==> src/rtl/dense_seq_ctrl.sv <==
// dense_seq_ctrl: one-MAC sequencer for y = act(W*x + b); DENSE_SEQ_SAT_EN selects saturation instead of wrap
module dense_seq_ctrl #(
  parameter int B = 15,
  parameter int M = 64,
  parameter int N = 2,
  parameter int WIDTH = 16,
  parameter int FRAC = 8,
  parameter int ACC_W = 2 * WIDTH + $clog2(N) + 2,
  localparam int WAW = (M * N > 1) ? $clog2(M * N) : 1,
  localparam int XAW = (B * N > 1) ? $clog2(B * N) : 1,
  localparam int MW = (M > 1) ? $clog2(M) : 1,
  localparam int BW = (B > 1) ? $clog2(B) : 1,
  localparam int KW = (N > 1) ? $clog2(N) : 1
) (
  input  logic                    clk,
  input  logic                    rst,
  input  logic                    start,
  input  logic                    relu_en,
  output logic                    busy,
  output logic                    done,
  output logic                    w_rd_en,
  output logic [WAW-1:0]          w_addr,
  input  logic signed [WIDTH-1:0] w_data,
  output logic                    x_rd_en,
  output logic [XAW-1:0]          x_addr,
  input  logic signed [WIDTH-1:0] x_data,
  output logic                    b_rd_en,
  output logic [MW-1:0]           b_addr,
  input  logic signed [WIDTH-1:0] b_data,
  output logic                    y_valid,
  input  logic                    y_ready,
  output logic signed [WIDTH-1:0] y_data,
  output logic [BW-1:0]           y_batch,
  output logic [MW-1:0]           y_neuron
);
  typedef enum logic [2:0] {S_IDLE, S_BIAS, S_MAC, S_OUT, S_DONE} state_t;
  state_t r_state, w_next;
  logic [BW-1:0] r_b;
  logic [MW-1:0] r_m;
  logic [KW-1:0] r_k, w_n;
  logic signed [ACC_W-1:0] r_acc, w_base, w_sum, w_sh;
  logic signed [2*WIDTH-1:0] w_prod;
  logic signed [WIDTH-1:0] r_y, w_post, w_y;
  logic r_relu, w_last_k, w_last_m, w_last_item, w_fire, w_rd;
  assign w_last_k = r_k == KW'(N - 1);
  assign w_last_m = r_m == MW'(M - 1);
  assign w_last_item = w_last_m && r_b == BW'(B - 1);
  assign w_fire = r_state == S_OUT && y_ready;
  assign w_prod = w_data * x_data;
  assign w_base = (r_k == '0) ? ({{(ACC_W-WIDTH){b_data[WIDTH-1]}}, b_data} <<< FRAC) : r_acc;
  assign w_sum = w_base + {{(ACC_W-2*WIDTH){w_prod[2*WIDTH-1]}}, w_prod};
  assign w_sh = w_sum >>> FRAC;
`ifdef DENSE_SEQ_SAT_EN
  localparam logic signed [ACC_W-1:0] MAXV = {{(ACC_W-WIDTH+1){1'b0}}, {(WIDTH-1){1'b1}}};
  localparam logic signed [ACC_W-1:0] MINV = {{(ACC_W-WIDTH+1){1'b1}}, {(WIDTH-1){1'b0}}};
  assign w_post = (w_sh > MAXV) ? MAXV[WIDTH-1:0] : (w_sh < MINV) ? MINV[WIDTH-1:0] : w_sh[WIDTH-1:0];
`else
  assign w_post = w_sh[WIDTH-1:0];
`endif
  assign w_y = (r_relu && w_post[WIDTH-1]) ? '0 : w_post;
  // BIAS fetches n=0; each MAC cycle but the last prefetches the next term
  assign w_rd = r_state == S_BIAS || (r_state == S_MAC && !w_last_k);
  assign w_n = (r_state == S_BIAS) ? '0 : KW'(r_k + 1'b1);
  assign w_rd_en = w_rd;
  assign x_rd_en = w_rd;
  assign b_rd_en = r_state == S_BIAS;
  assign w_addr = w_rd ? WAW'(int'(r_m) * N + int'(w_n)) : '0;
  assign x_addr = w_rd ? XAW'(int'(r_b) * N + int'(w_n)) : '0;
  assign b_addr = b_rd_en ? r_m : '0;
  assign busy = r_state == S_BIAS || r_state == S_MAC || r_state == S_OUT;
  assign done = r_state == S_DONE;
  assign y_valid = r_state == S_OUT;
  assign y_data = r_y;
  assign y_batch = r_b;
  assign y_neuron = r_m;
  // next-state: IDLE -> BIAS -> MAC x N -> OUT -> BIAS | DONE -> IDLE
  always_comb begin
    w_next = r_state;
    unique case (r_state)
      S_IDLE: w_next = start ? S_BIAS : S_IDLE;
      S_BIAS: w_next = S_MAC;
      S_MAC:  w_next = w_last_k ? S_OUT : S_MAC;
      S_OUT:  w_next = !y_ready ? S_OUT : w_last_item ? S_DONE : S_BIAS;
      S_DONE: w_next = S_IDLE;
      default: w_next = S_IDLE;
    endcase
  end
  // state register
  always_ff @(posedge clk or posedge rst) begin
    if (rst) r_state <= S_IDLE;
    else r_state <= w_next;
  end
  // indices, accumulator, result register and ReLU latch
  always_ff @(posedge clk or posedge rst) begin
    if (rst) begin
      r_b <= '0;
      r_m <= '0;
      r_k <= '0;
      r_acc <= '0;
      r_y <= '0;
      r_relu <= 1'b0;
    end else begin
      if (r_state == S_IDLE && start) begin
        r_b <= '0;
        r_m <= '0;
        r_k <= '0;
        r_relu <= relu_en;
      end
      if (r_state == S_MAC) begin
        r_acc <= w_sum;
        r_k <= w_last_k ? '0 : KW'(r_k + 1'b1);
        if (w_last_k) r_y <= w_y;
      end
      if (w_fire) begin
        r_m <= (w_last_m || w_last_item) ? '0 : MW'(r_m + 1'b1);
        r_b <= w_last_item ? '0 : w_last_m ? BW'(r_b + 1'b1) : r_b;
      end
    end
  end
endmodule

==> config.mk <==
export PLATFORM = sky130hd
export DESIGN_NAME = dense_seq_ctrl
export DESIGN_NICKNAME = d
export VERILOG_FILES = /design/src/rtl/dense_seq_ctrl.sv
export SDC_FILE = /design/constraint.sdc
export NUM_CORES = 1
export LEC_CHECK = 0
export CAP_MARGIN = 5
export CORE_ASPECT_RATIO = 1.25
export CORE_MARGIN = 2
export CORE_UTILIZATION = 50
export DETAILED_ROUTE_END_ITERATION = 16
export PLACE_DENSITY = 0.74
export SLEW_MARGIN = 10
export SYNTH_ARGS = -nofsm -noshare
export SYNTH_HDL_FRONTEND = slang
export SYNTH_SLANG_ARGS = --single-unit
==> constraint.sdc <==
create_clock -name clk -period 3.51 [get_ports clk]
set_clock_uncertainty 0.15 [all_clocks]
set_input_delay 0.702 -clock clk [delete_from_list [all_inputs] [get_ports clk]]
set_output_delay 0.702 -clock clk [all_outputs]
set_load 0.02 [all_outputs]
==> results.py, run 1 <==
metrics = {
    "critical_path": {
        "reg2reg_slack_ns": -0.21,
        "critPathKind": "in2reg",
        "critPathRequiredTime_ns": 3.58,
        "setup.worst_path.start": "x_data[4]",
        "r2r-end": "y_data[14]",
        "end_kind": "flop",
        "r2r_cells": 11,
        "arrival_ns": 7.47,
        "path_max_fanout": 4,
        "crit_path_end": "y_data[14]",
        "r2r_start": "r_k",
        "critPathLaunchType": "input port",
    },
    "die": {
        "ios": 103,
        "start_util": 0.511,
        "fp-row-count": 61,
        "die_h_um": 173,
        "dieWidth_um": 139,
        "dieArea_mm2": 0.0241,
        "coreArea_mm2": 0.0224,
    },
    "timing": {
        "finalHoldViolCount": 0,
        "setup_viol_count_final": 36,
        "maxSlewHeadroom": 0.519,
        "rsz0062_at_grt": "yes",
        "period_minus_slack_ns": 7.41,
        "fin_crit_sh": 2.11,
        "slew_viol_final": 0,
        "tightest_slew_ns": 0.720,
        "clock.fmax_mhz": 135,
        "layout_setup_ws_ns": -3.90,
    },
    "logic_synthesis": {
        "yosysSeqAreaShare": 0.121,
        "avgSynthCellArea_um2": 8.74,
        "synthFlopType": "dfrtp_1",
        "synth_top_area_cell": "fa_1",
        "synth_fp_nets": 1647,
        "synthTopCellsByArea": "fa_1, dfrtp_1, ha_1",
        "synth_cells": 1307,
        "synth_top_area_share": 0.330,
        "synth_cell_type_count": 61,
        "synth_edf_count": 0,
        "yosysWarnings": 0,
        "syn_area_mm2": 0.0114,
        "synth-seq-cells": 55,
        "synthArstFlopShare": 1.00,
    },
    "finish": {
        "fin_util": 0.716,
        "fill_cells": 1579,
        "final_common_cell": "inv_1",
        "final_cell_mix": "inv_1, buf_4, fa_1",
        "synthToLayoutAreaGrowth_pct": 40.2,
        "fin_nets": 1946,
        "drive_gt1_frac": 0.309,
        "diodes": 0,
    },
    "global_route": {
        "overflow": 0,
        "grt_max_degree": 39,
        "track_usage": 0.276,
        "first_global_vias": 11156,
        "grt_pass1_wl_um": 54300,
        "antenna_found_initial": 0,
    },
    "hold_path": {
        "hold_path.class": "reg2reg",
        "min_from": "r_acc[6]",
    },
    "status": {
        "violations": "setup timing",
        "status": "finished with violations",
    },
    "clock_tree": {
        "insertion_delay_ns": 0.30,
        "cts_tree": "built",
        "path_clk_slew_ns": 0.07,
        "cts_buffers": 5,
        "h-tree-depth": 2,
        "clock-sinks": 55,
        "clockBufferDepth": 2,
        "root_buffer": "clkbuf_16",
    },
    "route": {
        "vias": 10058,
        "wl_per_cell_um": 17.4,
        "drt_iter0_drc": 497,
        "dr.pass1.iters": 4,
        "via_per_inst": 5.32,
        "finalWirelength_um": 32900,
        "antenna_left": 0,
        "remaining_drc_errors": 0,
    },
    "place": {
        "io_buffers": 102,
        "dp_hpwl_um": 24100,
        "pre_cts_ws_ns": -4.57,
        "place.gp.congestion": 0.865,
    },
    "flow_run": {
        "maxCapViolCount": 0,
    },
}
worst min-delay path by stage:
stage                     depth (start not counted)         to  slack [ns]
after floorplan                                   2   r_acc[0]        0.29
after global placement                            2   r_acc[0]        0.30
after detailed placement                          2   r_acc[3]        0.31
after CTS                                         2   r_acc[3]        0.33
after global routing                              2  r_acc[15]        0.35
final                                             2   r_acc[6]        0.32
metal layers:
layer  share of wire  global-route usage  wire length, µm  up-vias
met1            0.38               0.330            12600     4955
li1                -                   -                -     4624
met4           0.072               0.156             2390        0
met2            0.50               0.483            16500      343
met3           0.043              0.0310             1410      136
met5               0                   0                0        -
state kept, by name (all words and copies together) (netlist names):
signal	cells
r_acc	24
r_relu	1
r_k	1
y_data	16
y_neuron	6
y_batch	4
r_state	3
layout make-up:
| type | instances | area (µm²) | area share |
|---|---|---|---|
| clock inverters | 2 | 12.5 | 0.000782 |
| repair buffers | 345 | 3250 | 0.203 |
| flip-flops and latches | 55 | 1380 | 0.0860 |
| multi-input cells | 942 | 9910 | 0.619 |
| clock buffers | 6 | 129 | 0.00805 |
| well taps | 283 | 354 | 0.0221 |
| inverters | 257 | 967 | 0.0604 |
per-stage QoR:
stage	instances	TNS, ns	cell area [µm²]	hold WS (ns)
after floorplan	1307	-105.27	12100	0.287
after global placement	1822	-135.94	14600	0.299
after detailed placement	1822	-138.89	14600	0.312
after CTS	1883	-112.90	15600	0.328
after global routing	1890	-122.85	16000	0.354
final	1890	-115.60	16000	0.320
critical path: stages:
cell	delay (ns)
buf_12	0.11
buf_12	0.12
and2_4	0.14
fa_1	0.58
inv_2	0.05
fa_1	0.48
fa_2	0.49
fa_1	0.53
inv_1	0.06
fa_1	0.49
inv_2	0.04
fa_1	0.53
inv_2	0.05
ha_4	0.26
o21ai_4	0.18
a211oi_4	0.06
o31a_1	0.30
o21ai_1	0.12
nand2b_1	0.08
a21oi_1	0.14
o21ba_2	0.16
xnor2_2	0.11
ha_1	0.28
a21o_1	0.20
a21o_1	0.19
o31a_1	0.34
or4_1	0.44
a32oi_1	0.21
cell families after synthesis:
| logic type | Yosys count | share of synthesized area |
|---|---|---|
| AND/OR/NAND/NOR | 397 | 0.173 |
| buffers and inverters | 310 | 0.103 |
| adder cells (fa/ha/maj) | 287 | 0.438 |
| AO/OA/AOI/OAI | 177 | 0.0984 |
| XOR/XNOR | 61 | 0.0474 |
| flip-flops | 55 | 0.121 |
| multiplexers | 20 | 0.0194 |
Yosys cell counts, types with 6 or more instances:
cell type and n:
inv_1 257, fa_1 188, nand2_1 164, and2_1 130, ha_1 99, dfrtp_1 55
clkbuf_1 48, a21oi_1 47, o21ai_0 47, xnor2_1 43, nor2_1 41, a21o_1 23
mux2_2 17, xor2_1 17, nor2b_1 15, nand2b_1 11, nand3_1 9, o21a_1 9
o21bai_1 7, and3_1 6, nor3_1 6
repair_timing:
| item | CTS | global route |
|---|---|---|
| pin swaps | 97 | 53 |
| resized for setup | 213 | 80 |
| setup endpoints to repair | 37 | 39 |
| hold buffers | 0 | 0 |
| setup buffers | 45 | 11 |
| cloned | 10 | 0 |
Power of run 1 is left out: the tool's default activity adds up to more than one toggle a clock period on the data nets, which glitch-free logic cannot reach.
==> inputs of run 2 (changes only) <==
- SETUP_SLACK_MARGIN: not set -> 0.05
==> results.py, run 2 (synthesis results as in run 1) <==
metrics = {
    "die": {
        "coreArea_mm2": 0.0224,
        "dieArea_mm2": 0.0241,
        "die_h_um": 173,
        "ios": 103,
        "start_util": 0.511,
        "dieWidth_um": 139,
        "fp-row-count": 61,
    },
    "route": {
        "drt_iter0_drc": 532,
        "vias": 10081,
        "antenna_left": 0,
        "via_per_inst": 5.33,
        "wl_per_cell_um": 17.4,
        "remaining_drc_errors": 0,
        "dr.pass1.iters": 5,
        "finalWirelength_um": 33000,
    },
    "finish": {
        "fin_util": 0.716,
        "largest_register": "r_acc",
        "diodes": 0,
        "synthToLayoutAreaGrowth_pct": 40.3,
        "fin_nets": 1948,
        "final_common_cell": "inv_1",
        "final_cell_mix": "inv_1, buf_4, fa_1",
        "instances_no_fill": 1892,
        "fin_area_mm2": 0.0160,
        "drive_gt1_frac": 0.313,
        "largest_reg_flops": 24,
        "fill_cells": 1563,
    },
    "clock_tree": {
        "cts_tree": "built",
        "clock-sinks": 55,
        "h-tree-depth": 2,
        "clockBufferDepth": 2,
        "insertion_delay_ns": 0.30,
        "cts_buffers": 5,
        "path_clk_slew_ns": 0.07,
        "root_buffer": "clkbuf_16",
    },
    "critical_path": {
        "reg2reg_slack_ns": -0.13,
        "end_kind": "flop",
        "cpPeakStageDelay_ns": 0.55,
        "critPathLaunchType": "input port",
        "critPathRequiredTime_ns": 3.54,
        "arrival_ns": 7.41,
        "crit_path_frequent_cell": "fa_1",
        "worst-path-buf-inv": 8,
        "slowest_stage": "fa_1",
        "critPathTopFamily": "adder cells",
        "path_max_fanout": 6,
        "critPathKind": "in2reg",
    },
    "place": {
        "dpl_cell_area_mm2": 0.0146,
        "place.gp.congestion": 0.865,
        "io_buffers": 102,
        "dp_hpwl_um": 24100,
        "placed_cells_incl_taps": 1822,
    },
    "global_route": {
        "grt_max_degree": 39,
        "grt_pass1_wl_um": 54300,
        "track_usage": 0.276,
        "overflow": 0,
        "antenna_found_initial": 0,
        "first_global_vias": 11156,
    },
    "timing": {
        "fin_crit_sh": 2.10,
        "slew_viol_final": 0,
        "rsz0062_at_grt": "yes",
        "tightest_slew_ns": 0.727,
        "layout_setup_ws_ns": -3.86,
        "finalHoldViolCount": 0,
        "maxSlewHeadroom": 0.515,
        "setup_viol_count_final": 36,
        "setup_tns_ns": -115.20,
        "period_minus_slack_ns": 7.37,
        "clock.fmax_mhz": 136,
    },
    "hold_path": {
        "hold_path.class": "reg2reg",
    },
    "flow_run": {
        "maxCapViolCount": 0,
    },
    "status": {
        "violations": "setup timing",
        "status": "finished with violations",
    },
}
## run 2: cell count changes in the layout (fill, tap and decap cells not counted), sizes merged
| cell | delta |
|---|---|
| clkbuf | -1 |
| buf | +2 |
| dlygate4sd2 | +1 |
## run 2: routing by layer
metal / GRT usage / wire length [µm] / vias up
met3: 0.0310 / 1450 / 122
li1: - / - / 4616
met5: 0 / 0 / -
met4: 0.156 / 2050 / 0
met1: 0.330 / 12600 / 4984
met2: 0.483 / 16800 / 359
## run 2: what timing repair did
item | 4_1_cts | 5_1_grt
hold endpoints to repair | 0 | 0
gates cloned | 10 | 0
hold buffers | 0 | 0
endpoints found under the setup margin | 37 | 47
setup buffers | 45 | 11
gates resized for setup | 213 | 75
pin swaps | 97 | 38
## run 2: worst paths after layout
kind	from	end	cells after the start
min reg2reg	r_acc[6]	r_acc[6]	2
min in group asynchronous	rst	r_acc[1]	2
max reg2reg	r_k	y_data[14]	11
max in group asynchronous	rst	y_neuron[2]	3
min	r_acc[6]	r_acc[6]	2
max	x_data[5]	r_acc[23]	32
## run 2: layout make-up
cell class | instances | area [µm²] | area share
inverters | 257 | 967 | 0.0604
well taps | 283 | 354 | 0.0221
flip-flops and latches | 55 | 1380 | 0.0859
repair buffers | 347 | 3270 | 0.204
multi-input cells | 942 | 9910 | 0.619
clock inverters | 2 | 12.5 | 0.000781
clock buffers | 6 | 129 | 0.00804
## run 2: worst reg2reg max path, cell delays in order (launching register included)
cell and delay, ns:
dfrtp_1 0.49, and2_1 0.22, ha_1 0.21, fa_1 0.39
a211oi_1 0.35, o21ai_1 0.17, o2111a_2 0.21, o211ai_1 0.33
a21oi_2 0.12, o31a_1 0.31, or4_1 0.42, a32oi_1 0.20
## run 2: stage by stage
stage / hold WS, ns / worst slack (ns)
2_1_floorplan: 0.287 / -3.75
3_3_place_gp: 0.299 / -4.52
3_5_place_dp: 0.312 / -4.57
4_1_cts: 0.328 / -3.78
5_1_grt: 0.365 / -4.13
6_report: 0.321 / -3.86
Power of run 2 is left out for the same reason.
